**src/rtl/instruction_prefetch_buffer.sv**
```systemverilog
// Sequential instruction prefetch FIFO with redirect/flush for the 8-bit core.
// Optional discard statistics counter enabled by defining PREFETCH_STATS_EN.
module instruction_prefetch_buffer #(
  parameter int DEPTH      = 4,
  parameter int ADDR_WIDTH = 8,
  parameter int DATA_WIDTH = 8
) (
  input  logic                  clock,
  input  logic                  reset,
  input  logic                  redirect,
  input  logic [ADDR_WIDTH-1:0] redirect_address,
  input  logic                  consume,
  output logic [DATA_WIDTH-1:0] instruction,
  output logic [ADDR_WIDTH-1:0] instruction_pc,
  output logic                  instruction_valid,
  output logic                  mem_request,
  output logic [ADDR_WIDTH-1:0] mem_address,
  input  logic                  mem_ready,
  input  logic [DATA_WIDTH-1:0] mem_data
`ifdef PREFETCH_STATS_EN
  ,
  output logic [7:0]            discard_count
`endif
);

  localparam int PTR_W = (DEPTH > 1) ? $clog2(DEPTH) : 1;
  localparam int CNT_W = PTR_W + 1;
  localparam logic [CNT_W-1:0] DEPTH_C = CNT_W'(DEPTH);

  localparam logic [1:0] IDLE    = 2'd0;
  localparam logic [1:0] REQUEST = 2'd1;
  localparam logic [1:0] DISCARD = 2'd2;

  logic [1:0]            r_state;
  logic [ADDR_WIDTH-1:0] r_fetch_pc;
  logic                  r_mem_request;
  logic [ADDR_WIDTH-1:0] r_mem_address;
  logic [DATA_WIDTH-1:0] r_data [DEPTH];
  logic [ADDR_WIDTH-1:0] r_pc   [DEPTH];
  logic [PTR_W-1:0]      r_head;
  logic [PTR_W-1:0]      r_tail;
  logic [CNT_W-1:0]      r_count;

  logic                  w_beat;
  logic                  w_push;
  logic                  w_pop;
  logic [CNT_W-1:0]      w_count_next;

  assign w_beat       = r_mem_request && mem_ready;
  assign w_push       = (r_state == REQUEST) && w_beat && !redirect;
  assign w_pop        = consume && (r_count != '0) && !redirect;
  assign w_count_next = r_count + CNT_W'(w_push) - CNT_W'(w_pop);

  assign instruction       = r_data[r_head];
  assign instruction_pc    = r_pc[r_head];
  assign instruction_valid = (r_count != '0);
  assign mem_request       = r_mem_request;
  assign mem_address       = r_mem_address;

  // A new request is only issued when its beat is guaranteed a free slot.
  always_ff @(posedge clock or negedge reset) begin
    if (!reset) begin
      r_state       <= IDLE;
      r_fetch_pc    <= '0;
      r_mem_request <= 1'b0;
      r_mem_address <= '0;
    end else begin
      case (r_state)
        IDLE: begin
          if (redirect) begin
            r_fetch_pc <= redirect_address;
          end else if (w_count_next < DEPTH_C) begin
            r_mem_request <= 1'b1;
            r_mem_address <= r_fetch_pc;
            r_state       <= REQUEST;
          end
        end
        REQUEST: begin
          if (redirect) begin
            r_fetch_pc <= redirect_address;
            if (w_beat) r_mem_address <= redirect_address;
            else        r_state       <= DISCARD;
          end else if (w_beat) begin
            r_fetch_pc <= r_mem_address + 1'b1;
            if (w_count_next < DEPTH_C) begin
              r_mem_address <= r_mem_address + 1'b1;
            end else begin
              r_mem_request <= 1'b0;
              r_state       <= IDLE;
            end
          end
        end
        DISCARD: begin
          if (redirect) r_fetch_pc <= redirect_address;
          if (w_beat) begin
            r_mem_address <= redirect ? redirect_address : r_fetch_pc;
            r_state       <= REQUEST;
          end
        end
        default: begin
          r_mem_request <= 1'b0;
          r_state       <= IDLE;
        end
      endcase
    end
  end

  // Any redirect flushes the queue; stale instructions must never reach the core.
  always_ff @(posedge clock or negedge reset) begin
    if (!reset) begin
      for (int i = 0; i < DEPTH; i++) begin
        r_data[i] <= '0;
        r_pc[i]   <= '0;
      end
      r_head  <= '0;
      r_tail  <= '0;
      r_count <= '0;
    end else if (redirect) begin
      r_head  <= '0;
      r_tail  <= '0;
      r_count <= '0;
    end else begin
      if (w_push) begin
        r_data[r_tail] <= mem_data;
        r_pc[r_tail]   <= r_mem_address;
        r_tail         <= r_tail + 1'b1;
      end
      if (w_pop) r_head <= r_head + 1'b1;
      r_count <= w_count_next;
    end
  end

`ifdef PREFETCH_STATS_EN
  logic       w_drop;
  logic [7:0] r_discard_count;

  assign w_drop        = w_beat && ((r_state == DISCARD) || ((r_state == REQUEST) && redirect));
  assign discard_count = r_discard_count;

  always_ff @(posedge clock or negedge reset) begin
    if (!reset) begin
      r_discard_count <= '0;
    end else if (w_drop && (r_discard_count != 8'hFF)) begin
      r_discard_count <= r_discard_count + 1'b1;
    end
  end
`endif

endmodule

```
**config.mk**
```make
export PLATFORM = sky130hd
export DESIGN_NAME = instruction_prefetch_buffer
export DESIGN_NICKNAME = d
export VERILOG_FILES = /design/src/rtl/instruction_prefetch_buffer.sv
export SDC_FILE = /design/constraint.sdc
export NUM_CORES = 1
export LEC_CHECK = 0
export CORE_UTILIZATION = 40
export DETAILED_ROUTE_END_ITERATION = 8
export GPL_TIMING_DRIVEN = 1
export PLACE_DENSITY_LB_ADDON = 0.2
export SETUP_SLACK_MARGIN = 0.4
export SLEW_MARGIN = 20
export SYNTH_ARGS = -nofsm -noshare
export SYNTH_HDL_FRONTEND = slang
export SYNTH_SLANG_ARGS = --single-unit
```
**constraint.sdc**
```tcl
create_clock -name clock -period 9.03 [get_ports clock]
set_input_delay 1.806 -clock clock [delete_from_list [all_inputs] [get_ports clock]]
set_output_delay 1.806 -clock clock [all_outputs]
set_load 0.05 [all_outputs]
```
==> impl_metrics.yaml, run 1 <==
drt:
  drc: 0
  postRouteAntennaNets: 0
  routed_wl_microns: 10000
  wire_per_inst_microns: 18.2
  via_count: 3131
  drt-initial-drc-count: 243
  dr.pass1.iters: 4
  vias_per_cell: 5.68
timing:
  finalHoldViolCount: 0
  tns_ns: 0
  fmax_mhz: 215
  skew_ns: 0.00750
  fin_crit_sh: 0.516
  slew_violations: 0
  maxSlewHeadroom: 0.414
  tightest_slew_ns: 0.876
  rsz0062_at_grt: "false"
  setup_viol: 0
  layout_min_cycle_time_ns: 4.66
placed_design:
  io_buffers: 46
  dpl.hpwl_microns: 6790
  place_inst: 536
  routabilityCongestion: 0.904
pwr:
  total_power_mw: 2.05
  p_leak_nw: 2.44
  max-vdd-ir-drop_mv: 0.211
  power_density_mw_per_mm2: 372
grt:
  grt_usage: 0.181
  grt_pass1_vias: 3256
  grt_overflow: 0
  grt_start_max_net_pins: 47
  grt_first_pass_wirelength_microns: 16400
  antenna_found_initial: 0
clocking:
  clkTransAtPathRegs_ns: 0.06
  clk-insertion-delay-late_ns: 0.34
  cts_buffers: 9
  cts_buffer_depth: 2
  cts_resized: 0
  tritoncts: "built"
  postCtsSetupRepairBufs: 0
  ctsHoldBuffers: 0
  cts_htree_levels: 3
  cts.sinks: 90
  cts_root_buf: "clkbuf_16"
synth:
  yosysSeqAreaShare: 0.479
  synth-edff-count: 0
  synth-adder-area-share: 0.0335
  synth_common_cells: "dfrtp_1, mux2_2, nor2_1"
  netlist_area_sq_mm: 0.00470
  synth.top_cell.area_share: 0.479
  synth_cells: 366
  synth_top_family_by_area: "multiplexers"
  synth_seq_cells: 90
  synth_warnings: 0
  synthXorXnorAreaFrac: 0.0269
  syn_nets: 399
  synth_compound_area_frac: 0.0977
  yosysTopAreaCell: "dfrtp_1"
  synth.most_common_cell: "dfrtp_1"
  synth_flop_cell: "dfrtp_1"
  synthSimpleGateAreaFrac: 0.0780
  async_flop_share: 1.00
  yosysUniqueCellTypes: 59
  synthTopCellsByArea: "dfrtp_1, mux2_2, mux4_2, ha_1, nor2_1"
  synth_mux_area_frac: 0.243
  syn_area_per_cell_sq_um: 12.8
die:
  pin_count: 47
  start_util: 0.412
  num_rows: 39
  core_area_sq_mm: 0.0114
  die-area_sq_mm: 0.0122
  dieHeight_microns: 110
  die_w_microns: 110
worst_setup_path:
  crit_fanout: 37
  start_kind: "input pin"
  path_cells: "clkdlybuf4s50_1 > buf_4 > nand2b_4 > nor2_4 > inv_1 > ha_1 > inv_1 > ha_1 > inv_1 > fa_1 > xor3_2 > o22ai_4 > and2_4 > mux2_4"
  slowest_delay_ns: 0.45
  critical-path-top-delay-family: "buffers and inverters"
  crit_slowest_cell: "clkdlybuf4s50_1"
  crit_top_cell: "inv_1"
  critPathRequiredTime_ns: 9.25
  path_buf_inv: 5
  cp_data_arrival_time_ns: 4.88
  cp-end-kind: "register"
  crit_type: "in2reg"
layout:
  area_delta_synth_final_pct: 17.1
  ff_latch_area_sq_mm: 0.00225
  layout.nets: 437
  drive_gt1_frac: 0.297
  num_antenna_cells: 0
  multiInputGateArea_sq_mm: 0.00225
  fill_cells: 1052
  finalNonFillerCells: 551
worst_hold_path:
  hold_class: "reg2reg"
job:
  maxCapViolCount: 0
status:
  status: "complete, no violations"
-- per-layer routing --
| metal | vias up | global-route usage | routed length (microns) |
|---|---|---|---|
| met3 | 15 | 0.0435 | 408 |
| met4 | 0 | 0.0573 | 135 |
| met2 | 81 | 0.305 | 5070 |
| li1 | 1426 | - | - |
| met1 | 1609 | 0.230 | 4420 |
| met5 | - | 0 | 0 |
-- flip-flops by register name (all words and copies together) (netlist names) --
register	cells
r_data	32
mem_address	8
r_fetch_pc	8
r_pc	32
mem_request	1
r_state	2
r_tail	2
r_head	2
r_count	3
-- path summary, 6_finish.rpt --
path	to	startpoint	cells past startpoint	slack, ns
setup / recovery	mem_address[0]	redirect	14	4.37
hold / removal	r_pc[10]	r_pc[10]	1	0.50
setup reg to reg	mem_address[0]	r_state[1]	14	5.81
hold reg to reg	r_pc[10]	r_pc[10]	1	0.50
max in group asynchronous	r_fetch_pc[1]	reset	2	6.55
min in group asynchronous	r_data[22]	reset	1	1.47
-- cell usage in the layout, fill, tap and decap left out, types with 3 or more instances in the layout --
cell | Yosys | routed
nor2b_1 | 3 | 3
nor2_1 | 22 | 22
a31oi_1 | 4 | 4
a21oi_1 | 12 | 12
and3_1 | 3 | 3
a22o_2 | 4 | 4
clkdlybuf4s50_1 | 0 | 45
o21ai_0 | 11 | 11
xor2_1 | 5 | 5
o22ai_1 | 6 | 6
buf_4 | 0 | 4
dfrtp_1 | 90 | 90
mux4_2 | 16 | 16
nand3_1 | 8 | 8
mux2_2 | 65 | 65
nand2_1 | 10 | 10
xnor2_1 | 4 | 4
o311ai_0 | 3 | 3
nand4_1 | 3 | 3
clkbuf_16 | 0 | 9
ha_1 | 11 | 11
a32oi_1 | 3 | 3
inv_1 | 14 | 14
nand2_2 | 4 | 4
-- power breakdown --
part	internal (mW)	total (mW)	switching, mW
registers	0.526	0.655	0.128
clock network	0.214	0.368	0.154
logic	0.443	1.02	0.582
total	1.18	2.05	0.864
-- cells by family (layout without fill, tap and decap cells) --
| kind of cell | Yosys count | count (layout) |
|---|---|---|
| compound gates | 63 | 63 |
| flops | 90 | 90 |
| fa+ha+maj | 12 | 12 |
| buf+inv | 36 | 78 |
| xor+xnor | 11 | 11 |
| simple gates | 69 | 69 |
| mux | 85 | 85 |
-- layout make-up --
class	instances	share of cell area
multi-input cells	240	0.409
clock buffers	11	0.0423
flip-flops and latches	90	0.409
well taps	143	0.0325
inverters	14	0.00955
repair buffers	49	0.0873
clock inverters	4	0.00955
-- stage by stage --
stage               hold slack [ns]  area [sq um]   util  worst slack (ns)
finish                        0.501          5500  0.482              4.37
global route                  0.513          5500  0.482              4.20
CTS                           0.502          5500  0.482              4.39
detailed placement            0.488          5220  0.457              4.03
global placement              0.482          5220  0.457              4.07
floorplan                     0.474          4700      -              4.56
Note: power is estimated with default switching activity, not from simulation.
==> run 2: changes to the inputs <==
- clock period: 9.03 -> 4.2 ns (I/O delays scaled with it)
==> run 2 against run 1 <==
Against the previous run:
- worst setup slack got worse by 3.7 ns
- final area fell by 0.14%
- sequential share of layout area rose by 0.056 points
- largest power group unchanged
==> impl_metrics.yaml, run 2 (same netlist as run 1, synthesis figures left out) <==
pwr:
  p_leak_nw: 2.44
  max-vdd-ir-drop_mv: 0.562
  power_density_mw_per_mm2: 792
timing:
  skew_ns: 0.00341
  rsz0062_at_grt: "false"
  fmax_mhz: 283
  layout_min_cycle_time_ns: 3.53
  maxSlewHeadroom: 0.363
  setup_viol: 0
  slew_violations: 0
  finalHoldViolCount: 0
  tns_ns: 0
  tightest_slew_ns: 0.955
  fin_crit_sh: 0.840
  fin_ws_ns: 0.670
layout:
  final_common_cell: "dfrtp_1"
  largest_registers: "r_data (32), r_pc (32)"
  final_area_sq_mm: 0.00549
  finalNonFillerCells: 552
  drive_gt1_frac: 0.301
  post-route-util: 0.481
  num_antenna_cells: 0
  layout.nets: 438
  layout_common_cells: "dfrtp_1, mux2_2, clkdlybuf4s50_1, nor2_1, mux4_2"
  area_delta_synth_final_pct: 16.9
  fill_cells: 1066
worst_setup_path:
  critPathRequiredTime_ns: 4.42
  crit_fanout: 8
  reg2reg_depth: 14
  cp_data_arrival_time_ns: 3.75
  start_kind: "input pin"
  cp-end-kind: "register"
  rrSetupSlack_ns: 0.92
  rr_startpoint: "r_state[1]"
  r2r-end: "mem_address[4]"
  crit_type: "in2reg"
placed_design:
  place_inst: 537
  placed_cell_area_sq_mm: 0.00522
  routabilityCongestion: 0.909
  io_buffers: 46
  dpl.hpwl_microns: 6800
  post-place-ws_ns: 0.340
drt:
  drt-initial-drc-count: 156
  via_count: 3108
  drc: 0
  vias_per_cell: 5.63
  wire_per_inst_microns: 18.1
  postRouteAntennaNets: 0
  dr.pass1.iters: 4
  routed_wl_microns: 10000
clocking:
  cts_resized: 0
  postCtsSetupRepairBufs: 0
  ctsHoldBuffers: 0
  tritoncts: "built"
  cts_buffer_depth: 2
  cts_root_buf: "clkbuf_16"
  cts_buffers: 9
  cts_htree_levels: 3
  cts.sinks: 90
  clkTransAtPathRegs_ns: 0.06
  clk-insertion-delay-late_ns: 0.33
die:
  dieHeight_microns: 110
  start_util: 0.412
  die_w_microns: 110
  pin_count: 47
  die-area_sq_mm: 0.0122
  core_area_sq_mm: 0.0114
  num_rows: 39
grt:
  grt_start_max_net_pins: 77
  grt_overflow: 0
  antenna_found_initial: 0
  grt_first_pass_wirelength_microns: 16400
  grt_usage: 0.181
  grt_pass1_vias: 3177
worst_hold_path:
  holdPathEnd: "r_pc[1]"
  worstHoldStart: "r_pc[1]"
  min_path_cells: 1
  hold_class: "reg2reg"
job:
  maxCapViolCount: 0
status:
  status: "complete, no violations"
==> run 2: cell count changes in the layout (fill, tap and decap cells not counted) <==
| cell | change |
|---|---|
| buf_4 | +1 |
| bufinv_16 | -1 |
| clkbuf_1 | -1 |
| clkbuf_8 | +1 |
| clkinv_2 | +1 |
==> run 2: final cells by class <==
class | instances | area [sq um] | share of cell area
clock buffer | 11 | 243 | 0.0442
clock inverter | 4 | 27.5 | 0.00501
inverter | 14 | 52.6 | 0.00957
multi-input combinational | 240 | 2250 | 0.410
sequential | 90 | 2250 | 0.410
tap | 143 | 179 | 0.0326
timing repair buffer | 50 | 488 | 0.0888
==> run 2: where the power goes <==
group / total, mW / internal [mW] / switching, mW / leakage (nW)
registers: 1.39 / 1.13 / 0.260 / 1.18
clock network: 0.741 / 0.415 / 0.326 / 0.136
logic: 2.22 / 0.955 / 1.26 / 1.12
total: 4.35 / 2.50 / 1.85 / 2.44
==> run 2: metal layers <==
layer / wire length, microns / GRT usage / part of all wire
met5: 0 / 0 / 0
met2: 5000 / 0.299 / 0.50
met1: 4370 / 0.233 / 0.44
met4: 153 / 0.0508 / 0.015
met3: 479 / 0.0476 / 0.048
==> run 2: worst max path at each step <==
| stage | end | start |
|---|---|---|
| 6_report | mem_address[4] | redirect |
| 3_5_place_dp | mem_address[4] | redirect |
| 3_3_place_gp | mem_address[4] | redirect |
| 4_1_cts | mem_address[4] | redirect |
| 2_1_floorplan | mem_address[0] | redirect |
| 5_1_grt | mem_address[4] | redirect |
==> run 2: metrics by stage <==
stage          hold slack [ns]  power (mW)
2_1_floorplan            0.474        3.04
3_3_place_gp             0.482        3.61
3_5_place_dp             0.488        3.64
4_1_cts                  0.506        4.40
5_1_grt                  0.510        4.62
6_report                 0.502        4.35
==> run 2: worst max-delay path, stage by stage <==
cell	delay, ns
clkdlybuf4s50_1	0.48
nand2b_4	0.21
nor2_4	0.18
inv_1	0.06
ha_1	0.27
inv_1	0.06
ha_1	0.13
inv_1	0.05
fa_1	0.40
xor3_2	0.29
o22ai_4	0.22
and2_4	0.26
mux2_4	0.31
